**config.mk**
```make
export PLATFORM = sky130hd
export DESIGN_NAME = wb_stage_unit
export DESIGN_NICKNAME = d
export VERILOG_FILES = /design/src/rtl/wb_stage_unit.sv
export SDC_FILE = /design/constraint.sdc
export NUM_CORES = 1
export LEC_CHECK = 0
export BUFFER_PORTS_ARGS = -buffer_cell sky130_fd_sc_hd__buf_2
export CAP_MARGIN = 20
export CORE_MARGIN = 5
export CORE_UTILIZATION = 41
export CTS_BUF_LIST = sky130_fd_sc_hd__clkbuf_8
export DETAILED_ROUTE_END_ITERATION = 12
export GPL_TIMING_DRIVEN = 1
export PLACE_DENSITY = 0.79
export SKIP_LAST_GASP = 1
export SLEW_MARGIN = 25
export SYNTH_ARGS = -nofsm -noshare
export SYNTH_HDL_FRONTEND = slang
export SYNTH_SLANG_ARGS = --single-unit
```
**constraint.sdc**
```tcl
create_clock -name clk -period 1.8 [get_ports clk]
set_clock_uncertainty 0.2 [all_clocks]
set_input_delay 0.36 -clock clk [delete_from_list [all_inputs] [get_ports clk]]
set_output_delay 0.36 -clock clk [all_outputs]
set_load 0.005 [all_outputs]
```
**src/rtl/wb_stage_unit.sv**
```systemverilog
`default_nettype none
// ============================================================================
// Module   : wb_stage_unit
// Purpose  : Writeback stage: result select, register/flag/PC writes, and a
//            valid/ready output port. WB_IN_SYNC_EN adds an inPort synchronizer.
// Revision : 1.0
// ============================================================================
module wb_stage_unit #(
  parameter int DATA_W  = 16,
  parameter int RADDR_W = 3,
  parameter int FLAG_W  = 4
) (
  input  logic                clk,
  input  logic                rst_n,
  input  logic [DATA_W-1:0]   aluDataIn,
  input  logic [DATA_W-1:0]   memoryDataIn,
  input  logic                memoryReadIn,
  input  logic                wbIn,
  input  logic [RADDR_W-1:0]  rDstIn,
  input  logic                writeFlagIn,
  input  logic                writePcHighIn,
  input  logic                writePcLowIn,
  input  logic                inInstIn,
  input  logic                outInstIn,
  input  logic [DATA_W-1:0]   inPort,
  input  logic                outReady,
  output logic                regWrEn,
  output logic [RADDR_W-1:0]  regWrAddr,
  output logic [DATA_W-1:0]   regWrData,
  output logic                flagWrEn,
  output logic [FLAG_W-1:0]   flagWrData,
  output logic                pcLoadEn,
  output logic [2*DATA_W-1:0] pcLoadValue,
  output logic [DATA_W-1:0]   outPort,
  output logic                outValid,
  output logic                stall,
  output logic                pcSeqErr
);

  typedef enum logic [0:0] {
    PC_IDLE      = 1'b0,
    PC_HAVE_HIGH = 1'b1
  } pc_state_t;

  pc_state_t           r_state;
  pc_state_t           w_stateNext;
  logic [DATA_W-1:0]   r_inLatch;
  logic [DATA_W-1:0]   r_pcHigh;
  logic [DATA_W-1:0]   w_pcHighNext;
  logic [DATA_W-1:0]   r_outPort;
  logic                r_outValid;
  logic                r_pcSeqErr;
  logic                w_errSet;
  logic                w_pcLoad;
  logic                w_stall;
  logic [DATA_W-1:0]   w_selData;

`ifdef WB_IN_SYNC_EN
  logic [DATA_W-1:0]   r_sync1;
  logic [DATA_W-1:0]   r_sync2;

  always_ff @(posedge clk or negedge rst_n) begin
    if (!rst_n) begin
      r_sync1   <= '0;
      r_sync2   <= '0;
      r_inLatch <= '0;
    end else begin
      r_sync1   <= inPort;
      r_sync2   <= r_sync1;
      r_inLatch <= r_sync2;
    end
  end
`else
  always_ff @(posedge clk or negedge rst_n) begin
    if (!rst_n) r_inLatch <= '0;
    else        r_inLatch <= inPort;
  end
`endif

  assign w_selData = inInstIn     ? r_inLatch    :
                     memoryReadIn ? memoryDataIn : aluDataIn;

  // A new OUT cannot be accepted while the previous value is still unconsumed.
  assign w_stall = outInstIn & r_outValid & ~outReady;

  assign regWrEn     = wbIn & ~w_stall;
  assign regWrAddr   = rDstIn;
  assign regWrData   = w_selData;
  assign flagWrEn    = writeFlagIn & ~w_stall;
  assign flagWrData  = w_selData[FLAG_W-1:0];
  assign pcLoadEn    = w_pcLoad;
  assign pcLoadValue = {r_pcHigh, w_selData};
  assign outPort     = r_outPort;
  assign outValid    = r_outValid;
  assign stall       = w_stall;
  assign pcSeqErr    = r_pcSeqErr;

  always_comb begin
    w_stateNext  = r_state;
    w_pcHighNext = r_pcHigh;
    w_errSet     = 1'b0;
    w_pcLoad     = 1'b0;
    if (!w_stall) begin
      if (writePcHighIn && writePcLowIn) begin
        w_errSet    = 1'b1;
        w_stateNext = PC_IDLE;
      end else if (writePcHighIn) begin
        w_pcHighNext = w_selData;
        w_stateNext  = PC_HAVE_HIGH;
      end else if (writePcLowIn) begin
        if (r_state == PC_HAVE_HIGH) begin
          w_pcLoad    = 1'b1;
          w_stateNext = PC_IDLE;
        end else begin
          w_errSet = 1'b1;
        end
      end
    end
  end

  always_ff @(posedge clk or negedge rst_n) begin
    if (!rst_n) begin
      r_state    <= PC_IDLE;
      r_pcHigh   <= '0;
      r_pcSeqErr <= 1'b0;
    end else begin
      r_state    <= w_stateNext;
      r_pcHigh   <= w_pcHighNext;
      r_pcSeqErr <= r_pcSeqErr | w_errSet;
    end
  end

  always_ff @(posedge clk or negedge rst_n) begin
    if (!rst_n) begin
      r_outPort  <= '0;
      r_outValid <= 1'b0;
    end else if (!w_stall) begin
      if (outInstIn) begin
        r_outPort  <= w_selData;
        r_outValid <= 1'b1;
      end else if (outReady) begin
        r_outValid <= 1'b0;
      end
    end
  end

endmodule
`default_nettype wire

```
## Word-level counts from Yosys, hierarchy flattened

Cells that the tools add are included.

| storage, ports and cells | value |
|---|---|
| flip-flop bits (word level) | 51 |
| bits in latches | 0 |
| bits in writable memories | 0 |
| bits in read-only memories | 0 |
| output and inout bits | 77 |
| memories kept | 0 |

| cells by class | value |
|---|---|
| add/sub/neg operators | 0 |
| $mul | 0 |
| div/mod/pow operators | 0 |
| order comparisons | 0 |
| equal/unequal tests | 0 |
| shift operators | 0 |
| multiplexer cells | 17 |
| bitwise gates (word level) | 8 |
| reductions and logical operators | 7 |

Operator list:

| kind | count |
|---|---|
| $mux 16 | 2 |
| $mux 1 | 15 |
| $reduce_and 2->1 | 3 |
| $and 1x1->1 | 4 |
| $not 1->1 | 3 |
| $reduce_and 3->1 | 1 |
| $reduce_bool 3->1 | 1 |
| $reduce_bool 2->1 | 1 |
| $logic_and 1x1->1 | 1 |
| $or 1x1->1 | 1 |

## Logic depth before layout (Yosys ltp)

Gate-level depths: netlist (run 1).

| depth | value |
|---|---|
| word-level depth | 6 |
| depth in mapped cells | 5 |

## Worst setup path after synthesis (run 1)

OpenSTA, ideal clock, no wires.

| timing | value |
|---|---|
| path type | in2out |
| start point | input port inInstIn |
| end point | output port regWrData[10] |
| arrival time | 1393 ps |
| path slack | -153 ps |
| stages | 4 |
| path buffers | 3 |
| path through | clkbuf_1 > buf_2 > mux2_2 > buf_4 |

| between the ends | value |
|---|---|
| longest elaborated chain between the ends | 1 |

RTL lines:

| element | line | text |
|---|---|---|
| from (decl) | 23 | `input logic inInstIn,` |
| $mux 16 | 80 | `assign w_selData = inInstIn ? r_inLatch :` |
| to (decl) | 29 | `output logic [DATA_W-1:0] regWrData,` |

Every way passes these cells.

## Worst setup path in the final report (run 1)

| timing | value |
|---|---|
| start point | input port memoryReadIn |
| end point | output port flagWrData[0] |

| between the ends | value |
|---|---|
| longest elaborated chain between the ends | 2 |

RTL lines:

| element | line | text |
|---|---|---|
| from (decl) | 17 | `input logic memoryReadIn,` |
| $mux 16 | 81 | `memoryReadIn ? memoryDataIn : aluDataIn;` |
| $mux 16 | 80 |  |
| to (decl) | 31 | `output logic [FLAG_W-1:0] flagWrData,` |

Every way passes these cells.

==> results.md, run 1 <==
- Number of top-level pins: 138
- Count of routing violations after the opening detailed-route iteration: 27
- Setup TNS: -3011 ps
- Worst Path Required: 1240 ps
- Vias in the first global route: 2021
- Max Used Layer: met4
- Worst rel slew slack: 81.86%
- Worst hold margin: 63.28 ps
- Xor and xnor fraction of the mapped netlist area: 0%
- Largest net degree at the start of global routing: 52
- Critical Path Fanout Max: 6
- Portion of the post-synthesis area used by sequential elements: 54.26%
- First-pass GRT wire length: 9729 um
- Count of input and output buffers: 131
- Outcome: finished with violations
- Vias: 1743
- Starting Density: 42.46%
- Synthesized flop and latch total: 51
- Simple-gate share of the synthesized area: 2.553%
- Share of the core filled with cells in the final layout: 66.01%
- Setup repair after global routing missed its margin: true
- Post-synthesis adder-cell area fraction: 0%
- Number of nets still failing antenna checks after routing: 0
- Cell type contributing the most total cell area after synthesis: sky130_fd_sc_hd__dfrtp_1
- H-tree level count: 2
- Clock tree from TritonCTS: built
- WL met1: 2259 um
- Number of cells on the critical path: 5
- Overall die width: 85.75 um
- Gp weighted congestion: 0.7334
- Post-synthesis average cell area: 14.89 um^2
- Worst min path class: input pin to flop
- Largest stage delay, worst path: 310 ps
- Final Net Count: 366
- Post-detailed-placement half-perimeter wirelength: 3983 um
- Die Y: 85.75 um
- Detailed-routed wire length on met2: 3274 um
- Leading post-synthesis cells by cell area: sky130_fd_sc_hd__dfrtp_1 (54%), sky130_fd_sc_hd__mux2_2 (24%), sky130_fd_sc_hd__mux2_4 (8.3%)
- Final WS setup: -112.1 ps
- Clock buffers created by TritonCTS: 5
- Share of Yosys cell area claimed by the top area cell type: 54.26%
- Share of the synthesized area in compound gates (AO/OA/AOI/OAI): 0.7447%
- Critical Path Slowest Stage Cell: sky130_fd_sc_hd__mux2_4
- Warnings, synthesis: 0
- Detailed-routing iteration count for the pre-antenna-repair pass: 4
- Summed instance area of the synthesized netlist: 0.002352 mm^2
- Final Hold Violating Endpoints: 0
- Global-route congestion overflow total: 0
- Chain of cells forming the critical path: buf_12 -> buf_12 -> mux2_4 -> mux2_4 -> buf_6
- Worst voltage drop across the vdd grid: 493.8 uV
- Area of the placeable core: 0.005540 mm^2
- Clock sink count: 51
- Std-Cell Rows: 27
- Area added between synthesis and finish: 55.48%
- Net count after synthesis: 219
- Number of antenna violations at the first check in global routing: 0
- Number of antenna cells inserted: 0
- Worst-margin pin slew: 272.1 ps
- Critical path data arrival time: 1350 ps
- DRC Markers: 0
- Startpoint type of the worst setup path: input pin
- Total Die Area: 0.007352 mm^2
- Pwr/cell area: 807.7 mW/mm^2
- Critical setup path kind: input pin to output port
- Main combinational cell family by area after synthesis: multiplexers
- R2r worst-path depth: 5
- Power consumption: 2954 uW
- Min-Delay Path Depth: 2
- Tcrit/Tclk final: 106.2%
- Pleak: 0.001872 uW
- Proportion of layout cells with a drive suffix above 1: 72.88%
- Routed len/inst: 16.26 um
- Buffer type at the clock tree root: sky130_fd_sc_hd__clkbuf_8
- CP Buf/Inv Count: 3
- Tmin final: 1912 ps
- Type of element capturing the critical path: output port
- Clock Latency Late Sink: 290 ps
- Global router's overall resource usage: 17.00%
- CP delay by family, top: multiplexers
- Count of max-cap constraint violations: 0
- Cell count after synthesis: 158
- Clock-pin slew on the worst setup and hold paths: 80 ps
- Metal3 WL: 556 um
- Final Slew Violations: 0
- Vias/cell: 4.611
- Count of endpoints failing setup in the final report: 33
- Post-route design area: 0.003657 mm^2
- Number of different library cells in the post-synthesis netlist: 17
- Final wirelength: 6148 um
- Placed instance area: 0.003029 mm^2
- Achievable clock frequency: 523.0 MHz
- Share of cell area taken by muxes after synthesis: 32.71%
- Failing checks: setup timing
- Longest Clk Path Bufs: 2
==> cells in the final DEF, fill, tap and decap left out <==
cell type / instances
sky130_fd_sc_hd__and3_1: 1
sky130_fd_sc_hd__buf_6: 32
sky130_fd_sc_hd__nand3b_1: 2
sky130_fd_sc_hd__nand2_1: 2
sky130_fd_sc_hd__nand2b_1: 2
sky130_fd_sc_hd__and2_1: 2
sky130_fd_sc_hd__mux2_2: 34
sky130_fd_sc_hd__buf_4: 13
sky130_fd_sc_hd__buf_16: 1
sky130_fd_sc_hd__a21oi_1: 2
sky130_fd_sc_hd__buf_12: 6
sky130_fd_sc_hd__clkbuf_8: 7
sky130_fd_sc_hd__buf_2: 100
sky130_fd_sc_hd__mux2_4: 30
sky130_fd_sc_hd__dlygate4sd3_1: 17
sky130_fd_sc_hd__dfrtp_1: 51
sky130_fd_sc_hd__o21bai_1: 1
sky130_fd_sc_hd__nor2b_1: 1
sky130_fd_sc_hd__inv_1: 2
==> cell usage after synthesis <==
library cell and count:
sky130_fd_sc_hd__dfrtp_1 51, sky130_fd_sc_hd__mux2_2 51, sky130_fd_sc_hd__buf_4 24, sky130_fd_sc_hd__mux2_4 13, sky130_fd_sc_hd__a21oi_1 2, sky130_fd_sc_hd__and2_1 2, sky130_fd_sc_hd__buf_2 2, sky130_fd_sc_hd__nand2_1 2
sky130_fd_sc_hd__nand2b_1 2, sky130_fd_sc_hd__nand3b_1 2, sky130_fd_sc_hd__and3_1 1, sky130_fd_sc_hd__buf_12 1, sky130_fd_sc_hd__buf_6 1, sky130_fd_sc_hd__clkbuf_1 1, sky130_fd_sc_hd__inv_1 1, sky130_fd_sc_hd__nor2b_1 1
sky130_fd_sc_hd__o21bai_1 1
==> kinds of logic after synthesis <==
| kind of cell | after synthesis |
|---|---|
| AND/OR/NAND/NOR | 10 |
| AO/OA/AOI/OAI | 3 |
| buffers and inverters | 30 |
| multiplexers | 64 |
| flip-flops | 51 |
==> timing repair <==
| item | CTS | global route |
|---|---|---|
| endpoints found under the hold margin | 67 | 0 |
| cloned | 1 | 0 |
| resized for setup | 42 | 5 |
| hold buffers | 17 | 0 |
| endpoints found under the setup margin | 36 | 39 |
| buffers inserted | 8 | 3 |
==> per-stage QoR <==
step	cells	setup WS, ps
after global routing	378	-135.7
final	378	-112.1
after CTS	375	-107.5
after floorplan	158	-62.75
after detailed placement	341	-203.5
after global placement	341	-179.6
==> layout make-up <==
cell class | count | area (um^2)
fillers | 419 | 1883
multi-input cells | 77 | 910.9
inverters | 1 | 3.754
flip-flops and latches | 51 | 1276
clock buffers | 7 | 96.34
clock inverters | 1 | 3.754
repair buffers | 169 | 1276
well taps | 72 | 90.09
==> worst paths after layout <==
path | startpoint | endpoint | slack, ps
hold reg to reg | pcSeqErr$_DFF_PN0_ | pcSeqErr$_DFF_PN0_ | 290
hold / removal | writePcLowIn | r_state$_DFFE_PN0P_ | 60
setup reg to reg | outValid$_DFFE_PN0P_ | outPort[14]$_DFFE_PN0P_ | 270
min in group asynchronous | rst_n | outPort[9]$_DFFE_PN0P_ | 390
max in group asynchronous | rst_n | outPort[4]$_DFFE_PN0P_ | 780
setup / recovery | memoryReadIn | flagWrData[0] | -110
==> flip-flops by register name, summed over array words and instances, names as in the netlist <==
name / cells
outPort: 16
r_inLatch: 16
r_pcHigh: 16
outValid: 1
pcSeqErr: 1
r_state: 1
==> report_power, final <==
part	switching (uW)	leakage [uW]	total [uW]	internal (uW)
clock	348	0.0000557	694	346
combinational	319	0.00122	873	554
sequential	78.5	0.000594	1390	1310
==> per-layer routing <==
layer  global-route usage, %  vias up
met2                   32.84       92
li1                        -      815
met5                       0        -
met1                   17.67      831
met4                   4.029        0
met3                   5.379        5
No activity file was read; power rests on OpenSTA's default activity.
==> inputs of run 2 (changes only) <==
CORE_MARGIN = unset   (was 5)
==> run 2 against run 1 <==
Compared with the run above: the flow still finishes with violations (setup timing); worst setup slack got worse by 11 ps; maximum frequency down 0.57%; die area shrank 18%; critical path type unchanged; clock-buffer cell count fell by 2; combinational power is 2% higher; hold slack improved by 23 ps; critical path depth is the same; power decreased by 3.1%; largest power group unchanged; global-route usage grew 2.9 points; wire length decreased by 4.5%; register-to-register slack improved by 50 ps.
==> results.md, run 2 (synthesized netlist as in run 1, its figures left out) <==
- Outcome: finished with violations
- Failing checks: setup timing
- Tmin final: 1923 ps
- DRC Markers: 0
- Setup TNS: -3318 ps
- Routed len/inst: 15.58 um
- Vias in the first global route: 1841
- Area of the placeable core: 0.005507 mm^2
- Critical Path Fanout Max: 6
- Post-route design area: 0.003701 mm^2
- Overall die width: 77.75 um
- Number of antenna cells inserted: 0
- Leading cell type in the layout, fill and taps excluded: sky130_fd_sc_hd__buf_2
- Final Net Count: 367
- Clock-pin slew on the worst setup and hold paths: 80 ps
- Proportion of layout cells with a drive suffix above 1: 73.77%
- Global router's overall resource usage: 19.94%
- Count of max-cap constraint violations: 0
- Worst-margin pin slew: 272.8 ps
- Achievable clock frequency: 520.0 MHz
- Worst voltage drop across the vdd grid: 427.1 uV
- Count of input and output buffers: 131
- Die Y: 77.75 um
- Number of fill cells in the layout: 403
- Vias: 1772
- Clock buffers created by TritonCTS: 5
- Area used by multi-input combinational logic: 928.4 um^2
- Worst rel slew slack: 81.81%
- Clock Latency Late Sink: 290 ps
- Gp weighted congestion: 0.6503
- Worst min path class: input pin to flop
- H-tree level count: 2
- Final WS setup: -123.1 ps
- Largest net degree at the start of global routing: 52
- Number of top-level pins: 138
- Critical setup path kind: input pin to output port
- Power consumption: 2862 uW
- FF+latch area: 0.001276 mm^2
- Tcrit/Tclk final: 106.8%
- Critical path data arrival time: 1360 ps
- Std-Cell Rows: 27
- Final wirelength: 5872 um
- Type of element capturing the critical path: output port
- Vias/cell: 4.700
- Starting Density: 42.72%
- Total Die Area: 0.006044 mm^2
- Clock sink count: 51
- Global-route congestion overflow total: 0
- Top library cells by usage in the layout, fill and taps aside: sky130_fd_sc_hd__buf_2 (92), sky130_fd_sc_hd__dfrtp_1 (51), sky130_fd_sc_hd__buf_6 (39)
- Pleak: 0.001886 uW
- Post-detailed-placement half-perimeter wirelength: 3750 um
- Longest Clk Path Bufs: 2
- Worst Path Required: 1240 ps
- Setup repair after global routing missed its margin: true
- Clock tree from TritonCTS: built
- Buffer type at the clock tree root: sky130_fd_sc_hd__clkbuf_8
- Count of routing violations after the opening detailed-route iteration: 35
- Placed instance area: 0.003037 mm^2
- Number of nets still failing antenna checks after routing: 0
- Startpoint type of the worst setup path: input pin
- Final Slew Violations: 0
- Count of endpoints failing setup in the final report: 36
- Area added between synthesis and finish: 57.34%
- First-pass GRT wire length: 9190 um
- Number of antenna violations at the first check in global routing: 0
- Final Hold Violating Endpoints: 0
- Pwr/cell area: 773.3 mW/mm^2
- Detailed-routing iteration count for the pre-antenna-repair pass: 4
==> run 2: cell types whose count changed in the layout (fill, tap and decap cells not counted), sizes merged <==
cell,delta
buf,+1
clkbuf,-2
==> run 2: worst paths after layout <==
check,startpoint,depth (start not counted),slack [ps],endpoint
min,writePcLowIn,2,90,r_state$_DFFE_PN0P_
max reg2reg,outValid$_DFFE_PN0P_,4,320,r_pcHigh[2]$_DFFE_PN0P_
max,memoryReadIn,5,-120,regWrData[2]
max in group asynchronous,rst_n,3,780,r_inLatch[0]$_DFF_PN0_
min reg2reg,pcSeqErr$_DFF_PN0_,1,270,pcSeqErr$_DFF_PN0_
min in group asynchronous,rst_n,3,400,r_pcHigh[7]$_DFFE_PN0P_
==> run 2: stage by stage <==
| stage | setup WS [ps] | util (%) | hold slack, ps | cells |
|---|---|---|---|---|
| 4_1_cts | -101.1 | 64.85 | 65.78 | 373 |
| 6_report | -123.1 | 67.21 | 85.90 | 377 |
| 3_3_place_gp | -168.0 | 55.15 | 166.8 | 342 |
| 3_5_place_dp | -195.0 | 55.15 | 175.3 | 342 |
| 5_1_grt | -131.2 | 67.21 | 87.66 | 377 |
| 2_1_floorplan | -62.75 | - | -135.6 | 158 |
==> run 2: timing repair <==
action / 4_1_cts / 5_1_grt
hold buffers: 17 / 0
hold endpoints to repair: 67 / 0
endpoints found under the setup margin: 36 / 39
pin swaps: 0 / 3
buffers inserted: 7 / 4
cloned: 1 / 0
gates resized for setup: 40 / 19
==> run 2: final cells by class <==
cell class | count | share of cell area (%)
Clock buffer | 5 | 1.859
Clock inverter | 1 | 0.1014
Inverter | 1 | 0.1014
Multi-Input combinational cell | 77 | 25.08
Sequential cell | 51 | 34.48
Tap cell | 72 | 2.434
Timing Repair Buffer | 170 | 35.94
==> run 2: critical path, cell delays in order <==
cell	delay, ps
sky130_fd_sc_hd__buf_12	120
sky130_fd_sc_hd__buf_12	140
sky130_fd_sc_hd__mux2_4	300
sky130_fd_sc_hd__mux2_4	300
sky130_fd_sc_hd__buf_2	140
==> run 2: metal layers <==
layer / vias to the layer above / routed length [um] / GRT usage, %
met3: 5 / 381 / 4.706
met2: 84 / 3216 / 37.17
met5: - / 0 / 0
li1: 816 / - / -
met4: 0 / 53 / 5.094
met1: 867 / 2220 / 22.65
==> run 2: report_power, final <==
| part | internal [uW] | leakage, uW | switching [uW] |
|---|---|---|---|
| clock network | 254 | 0.0000413 | 329 |
| registers | 1310 | 0.000594 | 78.8 |
| logic | 575 | 0.00125 | 317 |
| total | 2140 | 0.00189 | 724 |
